--- config.mk ---
export PLATFORM = sky130hd
export DESIGN_NAME = register_bank
export DESIGN_NICKNAME = d
export VERILOG_FILES = /design/src/rtl/cpu_pkg.sv /design/src/rtl/register_bank_scoreboard.sv /design/src/rtl/register_bank.sv
export SDC_FILE = /design/constraint.sdc
export NUM_CORES = 2
export LEC_CHECK = 0
export CAP_MARGIN = 10
export CORE_MARGIN = 2
export CORE_UTILIZATION = 45
export CTS_CLUSTER_DIAMETER = 60
export DETAILED_ROUTE_END_ITERATION = 7
export GPL_ROUTABILITY_DRIVEN = 0
export GPL_TIMING_DRIVEN = 0
export SETUP_SLACK_MARGIN = 0.4
export SLEW_MARGIN = 15
export SYNTH_ARGS = -nofsm -noshare
export SYNTH_HDL_FRONTEND = slang
export SYNTH_SLANG_ARGS = --single-unit
export TNS_END_PERCENT = 10
--- constraint.sdc ---
create_clock -name CLK -period 31.5 [get_ports CLK]
set_clock_uncertainty 0.2 [all_clocks]
set_input_delay 4.725 -clock CLK [delete_from_list [all_inputs] [get_ports CLK]]
set_output_delay 4.725 -clock CLK [all_outputs]
set_load 0.01 [all_outputs]
--- src/rtl/cpu_pkg.sv ---
// cpu_pkg -- shared CPU definitions.
//
// Holds the opcode constants used by decode plus the register bank sizing
// (DW, AW, NREG), the R0 index and the register bank FSM state encoding.
// No ports; imported with "import cpu_pkg::*;".

package cpu_pkg;

  // Existing opcode constants (4-bit major opcode field).
  localparam logic [3:0] OP_NOP  = 4'h0;
  localparam logic [3:0] OP_ADD  = 4'h1;
  localparam logic [3:0] OP_SUB  = 4'h2;
  localparam logic [3:0] OP_AND  = 4'h3;
  localparam logic [3:0] OP_OR   = 4'h4;
  localparam logic [3:0] OP_XOR  = 4'h5;
  localparam logic [3:0] OP_LOAD = 4'h8;
  localparam logic [3:0] OP_STOR = 4'h9;
  localparam logic [3:0] OP_BR   = 4'hC;

  // Register bank sizing.
  localparam int DW     = 16;       // data width
  localparam int AW     = 5;        // register address width
  localparam int NREG   = 2 ** AW;  // register count
  localparam int R0_IDX = 0;        // hard-wired zero register

  // Register bank operand-read FSM. Encoding 3 is unused and recovers to IDLE.
  typedef enum logic [1:0] {
    RB_IDLE  = 2'd0,
    RB_WAIT  = 2'd1,
    RB_VALID = 2'd2
  } rb_state_t;

endpackage

--- src/rtl/register_bank_scoreboard.sv ---
// register_bank_scoreboard -- pending-write tracking for the register bank.
//
// Keeps one pending bit per register. Decode sets a bit when it reserves a
// destination; write-back clears it. When both hit the same register in the
// same cycle the reservation wins (a newer writer is already in flight).
// R0 is never marked pending.
//
// Hazard rule for a source register in the current cycle:
//   REGISTER_BANK_BYPASS_EN defined : pending and not being written back now
//                                     (the write-back value is forwarded).
//   REGISTER_BANK_BYPASS_EN undefined: pending, or being written back now
//                                     (read it from storage next cycle).
//
// Ports:
//   clk, rst            clock, asynchronous active-high reset
//   wb_cond, wb_addr    write-back commit and destination
//   res_en, res_addr    decode reservation and destination
//   src_a, src_b        source registers being checked this cycle
//   hit_a, hit_b        source is the target of this cycle's write-back
//   hazard              at least one source must wait

module register_bank_scoreboard
  import cpu_pkg::*;
#(
  parameter int AW   = cpu_pkg::AW,
  parameter int NREG = cpu_pkg::NREG
) (
  input  logic          clk,
  input  logic          rst,
  input  logic          wb_cond,
  input  logic [AW-1:0] wb_addr,
  input  logic          res_en,
  input  logic [AW-1:0] res_addr,
  input  logic [AW-1:0] src_a,
  input  logic [AW-1:0] src_b,
  output logic          hit_a,
  output logic          hit_b,
  output logic          hazard
);

  logic [NREG-1:0] pending;
  logic            wb_ok;
  logic            res_ok;
  logic            busy_a;
  logic            busy_b;

  assign wb_ok  = wb_cond && (wb_addr  != AW'(R0_IDX));
  assign res_ok = res_en  && (res_addr != AW'(R0_IDX));

  // The set follows the clear so that the reservation wins on a collision.
  always_ff @(posedge clk or posedge rst) begin
    if (rst) begin
      pending <= '0;
    end else begin
      if (wb_ok)  pending[wb_addr]  <= 1'b0;
      if (res_ok) pending[res_addr] <= 1'b1;
    end
  end

  // wb_ok already excludes R0, so R0 never reports a hit.
  assign hit_a = wb_ok && (wb_addr == src_a);
  assign hit_b = wb_ok && (wb_addr == src_b);

`ifdef REGISTER_BANK_BYPASS_EN
  assign busy_a = pending[src_a] && !hit_a;
  assign busy_b = pending[src_b] && !hit_b;
`else
  assign busy_a = pending[src_a] || hit_a;
  assign busy_b = pending[src_b] || hit_b;
`endif

  assign hazard = busy_a || busy_b;

endmodule

--- src/rtl/register_bank.sv ---
// register_bank -- NREG x DW register file with hazard-checked operand reads.
//
// Storage: R1..R(NREG-1) are flops written by the write-back stage; R0 reads
// zero and ignores writes and reservations. Pending bits live in
// register_bank_scoreboard.
//
// Operand read handshake: RD_EN is a request sampled on every rising edge in
// IDLE or VALID (ignored in WAIT). A hazard-free request captures both
// operands at that edge and RD_VALID is high for exactly the following cycle
// with RD_DATA_A/B valid. A request with a hazard latches its source
// addresses, RD_WAIT stays high while it is stalled, and it completes with a
// RD_VALID pulse once no latched source is pending. There is no back-pressure
// on RD_VALID; RD_DATA_A/B hold their last captured values.
//
// Optional feature: define REGISTER_BANK_BYPASS_EN to forward a same-cycle
// write-back directly into the captured operand instead of stalling.
//
// Ports:
//   CLK, RST               clock, asynchronous active-high reset
//   WB_DATA/WB_ADDR/WB_COND write-back data, destination, commit
//   RES_EN/RES_ADDR        destination reservation from decode
//   RD_EN, RD_ADDR_A/B     operand read request and source registers
//   RD_DATA_A/B            registered operands
//   RD_VALID, RD_WAIT      operands valid pulse / request stalled
//   STATE_DBG              current FSM state (debug)

module register_bank
  import cpu_pkg::*;
#(
  parameter int DW   = cpu_pkg::DW,
  parameter int AW   = cpu_pkg::AW,
  parameter int NREG = cpu_pkg::NREG
) (
  input  logic          CLK,
  input  logic          RST,
  input  logic [DW-1:0] WB_DATA,
  input  logic [AW-1:0] WB_ADDR,
  input  logic          WB_COND,
  input  logic          RES_EN,
  input  logic [AW-1:0] RES_ADDR,
  input  logic          RD_EN,
  input  logic [AW-1:0] RD_ADDR_A,
  input  logic [AW-1:0] RD_ADDR_B,
  output logic [DW-1:0] RD_DATA_A,
  output logic [DW-1:0] RD_DATA_B,
  output logic          RD_VALID,
  output logic          RD_WAIT,
  output logic [1:0]    STATE_DBG
);

  logic [DW-1:0] regs [NREG];

  rb_state_t     state;
  rb_state_t     state_nxt;
  logic          capture;
  logic          latch_src;

  logic [AW-1:0] lat_a;
  logic [AW-1:0] lat_b;
  logic [AW-1:0] src_a;
  logic [AW-1:0] src_b;
  logic          hit_a;
  logic          hit_b;
  logic          hazard;
  logic [DW-1:0] opnd_a;
  logic [DW-1:0] opnd_b;

  // ---------------- storage ----------------
  // regs[0] is reset to zero and never written, so it always reads zero.
  always_ff @(posedge CLK or posedge RST) begin
    if (RST) begin
      for (int i = 0; i < NREG; i++) regs[i] <= '0;
    end else if (WB_COND && (WB_ADDR != AW'(R0_IDX))) begin
      regs[WB_ADDR] <= WB_DATA;
    end
  end

  // ---------------- hazard tracking ----------------
  // A stalled request checks its latched sources; otherwise the live ones.
  assign src_a = (state == RB_WAIT) ? lat_a : RD_ADDR_A;
  assign src_b = (state == RB_WAIT) ? lat_b : RD_ADDR_B;

  register_bank_scoreboard #(
    .AW   (AW),
    .NREG (NREG)
  ) u_scoreboard (
    .clk      (CLK),
    .rst      (RST),
    .wb_cond  (WB_COND),
    .wb_addr  (WB_ADDR),
    .res_en   (RES_EN),
    .res_addr (RES_ADDR),
    .src_a    (src_a),
    .src_b    (src_b),
    .hit_a    (hit_a),
    .hit_b    (hit_b),
    .hazard   (hazard)
  );

  // Forward mux. Without bypass a hit always raises hazard, so capture never
  // happens while a hit is active and the mux reduces to the storage read.
  assign opnd_a = hit_a ? WB_DATA : regs[src_a];
  assign opnd_b = hit_b ? WB_DATA : regs[src_b];

  // ---------------- FSM ----------------
  always_ff @(posedge CLK or posedge RST) begin
    if (RST) state <= RB_IDLE;
    else     state <= state_nxt;
  end

  always_comb begin
    state_nxt = state;
    capture   = 1'b0;
    latch_src = 1'b0;
    case (state)
      RB_IDLE, RB_VALID: begin
        if (RD_EN) begin
          if (hazard) begin
            state_nxt = RB_WAIT;
            latch_src = 1'b1;
          end else begin
            state_nxt = RB_VALID;
            capture   = 1'b1;
          end
        end else begin
          state_nxt = RB_IDLE;
        end
      end
      RB_WAIT: begin
        if (!hazard) begin
          state_nxt = RB_VALID;
          capture   = 1'b1;
        end
      end
      default: state_nxt = RB_IDLE;
    endcase
  end

  // ---------------- datapath registers ----------------
  always_ff @(posedge CLK or posedge RST) begin
    if (RST) begin
      lat_a <= '0;
      lat_b <= '0;
    end else if (latch_src) begin
      lat_a <= RD_ADDR_A;
      lat_b <= RD_ADDR_B;
    end
  end

  always_ff @(posedge CLK or posedge RST) begin
    if (RST) begin
      RD_DATA_A <= '0;
      RD_DATA_B <= '0;
    end else if (capture) begin
      RD_DATA_A <= opnd_a;
      RD_DATA_B <= opnd_b;
    end
  end

  assign RD_VALID  = (state == RB_VALID);
  assign RD_WAIT   = (state == RB_WAIT);
  assign STATE_DBG = state;

endmodule

==> results.toml <==
[timing]
final.setup.tns_ns = 0
achievable_frequency_mhz = 111
setup_viol = 0
final_critical_path_required_period_ns = 8.97
worst-slew-pin-transition_ns = 1.30
drv_slew = 0
period_share_pct = 28.5
number_of_hold_violations_in_the_final_report = 0
unrepaired_setup_endpoints_after_global_routing = "no"
worst_slew_margin_rel_pct = 13.0

[global_route]
grt.met2_usage_pct = 49.3
grt-ovfl-total = 0
grt-busiest-layer = "met2"
initial_antenna_violation_count = 1
groute.layer.met1.usage_pct = 43.7
maximum_number_of_pins_on_one_net_before_global_route_repair = 114
total_routing_usage_reported_by_global_routing_pct = 33.2
first_global_vias = 25700
groute.layer.met3.usage_pct = 7.60
grt_first_pass_wirelength_mm = 177

[placement]
place.port_buffers = 73
hpwlAfterDp_mm = 89.2
numPlacedInstances = 3688

[worst_setup_path]
critical_path_required_ns = 31.88
timing.reg2reg.setup_slack_ns = 26.16
path_class = "primary input to flop"
timing.critical_path.arrival_ns = 9.35
start_kind = "primary input"
end_kind = "flop"
worst-path-max-fanout = 10

[cells_and_area]
nets = 2862
layout_common_cells = "588 x sky130_fd_sc_hd__dfrtp_1, 516 x sky130_fd_sc_hd__mux2_2, 322 x sky130_fd_sc_hd__nand2_1"
layoutNonFillerInstCount = 3814
fraction_of_final_layout_cells_sized_beyond_drive_strength_1_pct = 30.5
antennaDiodeCount = 0
syn_to_final_growth_pct = 13.8
layout_commonest_cell = "sky130_fd_sc_hd__dfrtp_1"
finish.utilization_pct = 51.8

[clock_tree]
worst_skew_pair.late_latency_ns = 0.65
clock_sink_count = 588
number_of_buffers_inserted_to_repair_setup_after_cts = 0
clock-root-buffer = "sky130_fd_sc_hd__clkbuf_16"
cts_resized = 0
max-clock-path-buffers = 3
numCtsBuffers = 70
h-tree-depth = 3
clk_pin_slew_ns = 0.06
cts_tree = "done"
cts_hold_buffers = 0

[yosys]
synth_edf_count = 0
synth_area_leader = "sky130_fd_sc_hd__dfrtp_1"
synth_register_bits = 588
post_syn_instances = 2670
mappedNetlistArea_sq_um = 31900
yosysUniqueCellTypes = 72
post_synth.cell_area_avg_sq_um = 12.0
synth_top_area_share_pct = 46.1
syn_nets = 2711
synth_sequential_area_ratio_pct = 46.1
ys.flop_type = "sky130_fd_sc_hd__dfrtp_1"
synth_top_cells_by_area = "sky130_fd_sc_hd__dfrtp_1 46%, sky130_fd_sc_hd__mux2_2 18%, sky130_fd_sc_hd__mux4_2 8.0%"
yosys_warnings = 0
async_flop_share_pct = 100

[run_status]
outcome = "complete, but fails checks"
violations = "design-rule violations"

[pwr]
power.density_cell_area_nw_per_um2 = 94.9
switching_power_w = 0.00144
internal-power_w = 0.00201
switching_power_as_a_share_of_total_power_pct = 41.7
power.clock.fraction_pct = 24.0
seq_power_share_pct = 30.4
cellLeakagePower_nw = 15.6
vdd.ir_drop.worst_uv = 60.5
comb_power_share_pct = 45.6

[floorplan]
floorplan.io_pins = 77
full_die_area_sq_um = 73100
start_util_pct = 45.5
placeableCoreArea_sq_um = 70100
std_cell_rows = 97
die_y_um = 270
die_w_um = 270

[detailed_routing]
drt-wirelength-per-cell_um = 32.2
detail_route.iter0.violations = 3532
drc = 4
via_per_inst = 6.74
drt_first_pass_iters = 8
vias = 25700
final_antenna_net_count = 0
wirelength_mm = 123

[worst_hold_path]
worst_hold_path_type = "flop to flop"

[run]
cap_viol_max_count = 0
routing by layer:
metal	part of all wire [%]	wire (um)
met1	40	48800
met2	43	53400
met3	9.4	11500
met4	7.4	9130
met5	0	0
state kept, by name (all words and copies together) (netlist names):
| name | cells |
|---|---|
| regs | 512 |
| u_scoreboard.pending | 32 |
| RD_DATA_A | 16 |
| RD_DATA_B | 16 |
| lat_a | 5 |
| lat_b | 5 |
| STATE_DBG | 2 |
layout make-up:
type | count | area (sq um)
inverters | 29 | 116
plain buffers | 260 | 1150
clock buffers | 97 | 2020
multi-input cells | 1793 | 16000
clock inverters | 28 | 290
well taps | 940 | 1180
repair buffers | 79 | 876
fillers | 6139 | 33800
flip-flops and latches | 588 | 14700
synth_stat cells, types with 27 or more instances:
library cell	n
sky130_fd_sc_hd__a211oi_1	66
sky130_fd_sc_hd__a21oi_1	40
sky130_fd_sc_hd__a22oi_1	33
sky130_fd_sc_hd__a31oi_1	70
sky130_fd_sc_hd__buf_2	42
sky130_fd_sc_hd__clkbuf_1	179
sky130_fd_sc_hd__dfrtp_1	588
sky130_fd_sc_hd__inv_1	28
sky130_fd_sc_hd__mux2_2	516
sky130_fd_sc_hd__mux2_4	27
sky130_fd_sc_hd__mux2i_1	140
sky130_fd_sc_hd__mux4_2	113
sky130_fd_sc_hd__nand2_1	322
sky130_fd_sc_hd__nand3_1	85
sky130_fd_sc_hd__nor2_1	76
sky130_fd_sc_hd__o21ai_0	29
sky130_fd_sc_hd__o32ai_1	30
metrics by stage:
stage          setup slack, ns  total power [W]  hold slack (ns)  area [sq um]
6_report                 22.53          0.00345            0.292         36300
2_1_floorplan            10.12          0.00199            0.245         31900
3_5_place_dp             22.27          0.00257            0.274         34000
3_3_place_gp              3.51          0.00253            0.260         33800
4_1_cts                  22.89          0.00339            0.287         36300
5_1_grt                  22.67          0.00354            0.304         36300
power groups by stage:
| stage | Clock, W | Combinational [W] | Sequential [W] |
|---|---|---|---|
| 2_1_floorplan | 0 | 0.000969 | 0.00102 |
| 3_5_place_dp | 0 | 0.00151 | 0.00105 |
| 4_1_cts | 0.000830 | 0.00152 | 0.00104 |
| 6_report | 0.000826 | 0.00157 | 0.00105 |
| 3_3_place_gp | 0 | 0.00149 | 0.00105 |
| 5_1_grt | 0.000862 | 0.00162 | 0.00106 |
critical path, cell delays in order:
cell and delay [ns]:
sky130_fd_sc_hd__clkdlybuf4s50_1 0.53, sky130_fd_sc_hd__mux2i_1 0.92, sky130_fd_sc_hd__xnor2_1 0.16, sky130_fd_sc_hd__nor4_2 0.92, sky130_fd_sc_hd__or2_2 0.24, sky130_fd_sc_hd__clkbuf_1 0.47, sky130_fd_sc_hd__buf_2 0.44, sky130_fd_sc_hd__a211oi_1 0.23
sky130_fd_sc_hd__a31oi_1 0.45, sky130_fd_sc_hd__mux2_4 0.23
kinds of logic after synthesis:
| group | synth area share, % |
|---|---|
| flops | 46.1 |
| simple gates | 7.77 |
| xor+xnor | 0.110 |
| mux | 31.8 |
| buf+inv | 3.93 |
| compound gates | 10.3 |
final timing paths:
check | cells after the start | from | endpoint
worst max-delay path | 10 | RD_ADDR_A[3] | RD_DATA_A[10]$_DFFE_PP0P_
worst min-delay path | 1 | regs[496]$_DFFE_PP0P_ | regs[496]$_DFFE_PP0P_
worst max register to register | 11 | STATE_DBG[1]$_DFFE_PP0P_ | RD_DATA_A[10]$_DFFE_PP0P_
worst min register to register | 1 | regs[496]$_DFFE_PP0P_ | regs[496]$_DFFE_PP0P_
max in group asynchronous | 5 | RST | regs[462]$_DFFE_PP0P_
min in group asynchronous | 2 | RST | regs[69]$_DFFE_PP0P_
(Power assumes the default switching activity.)
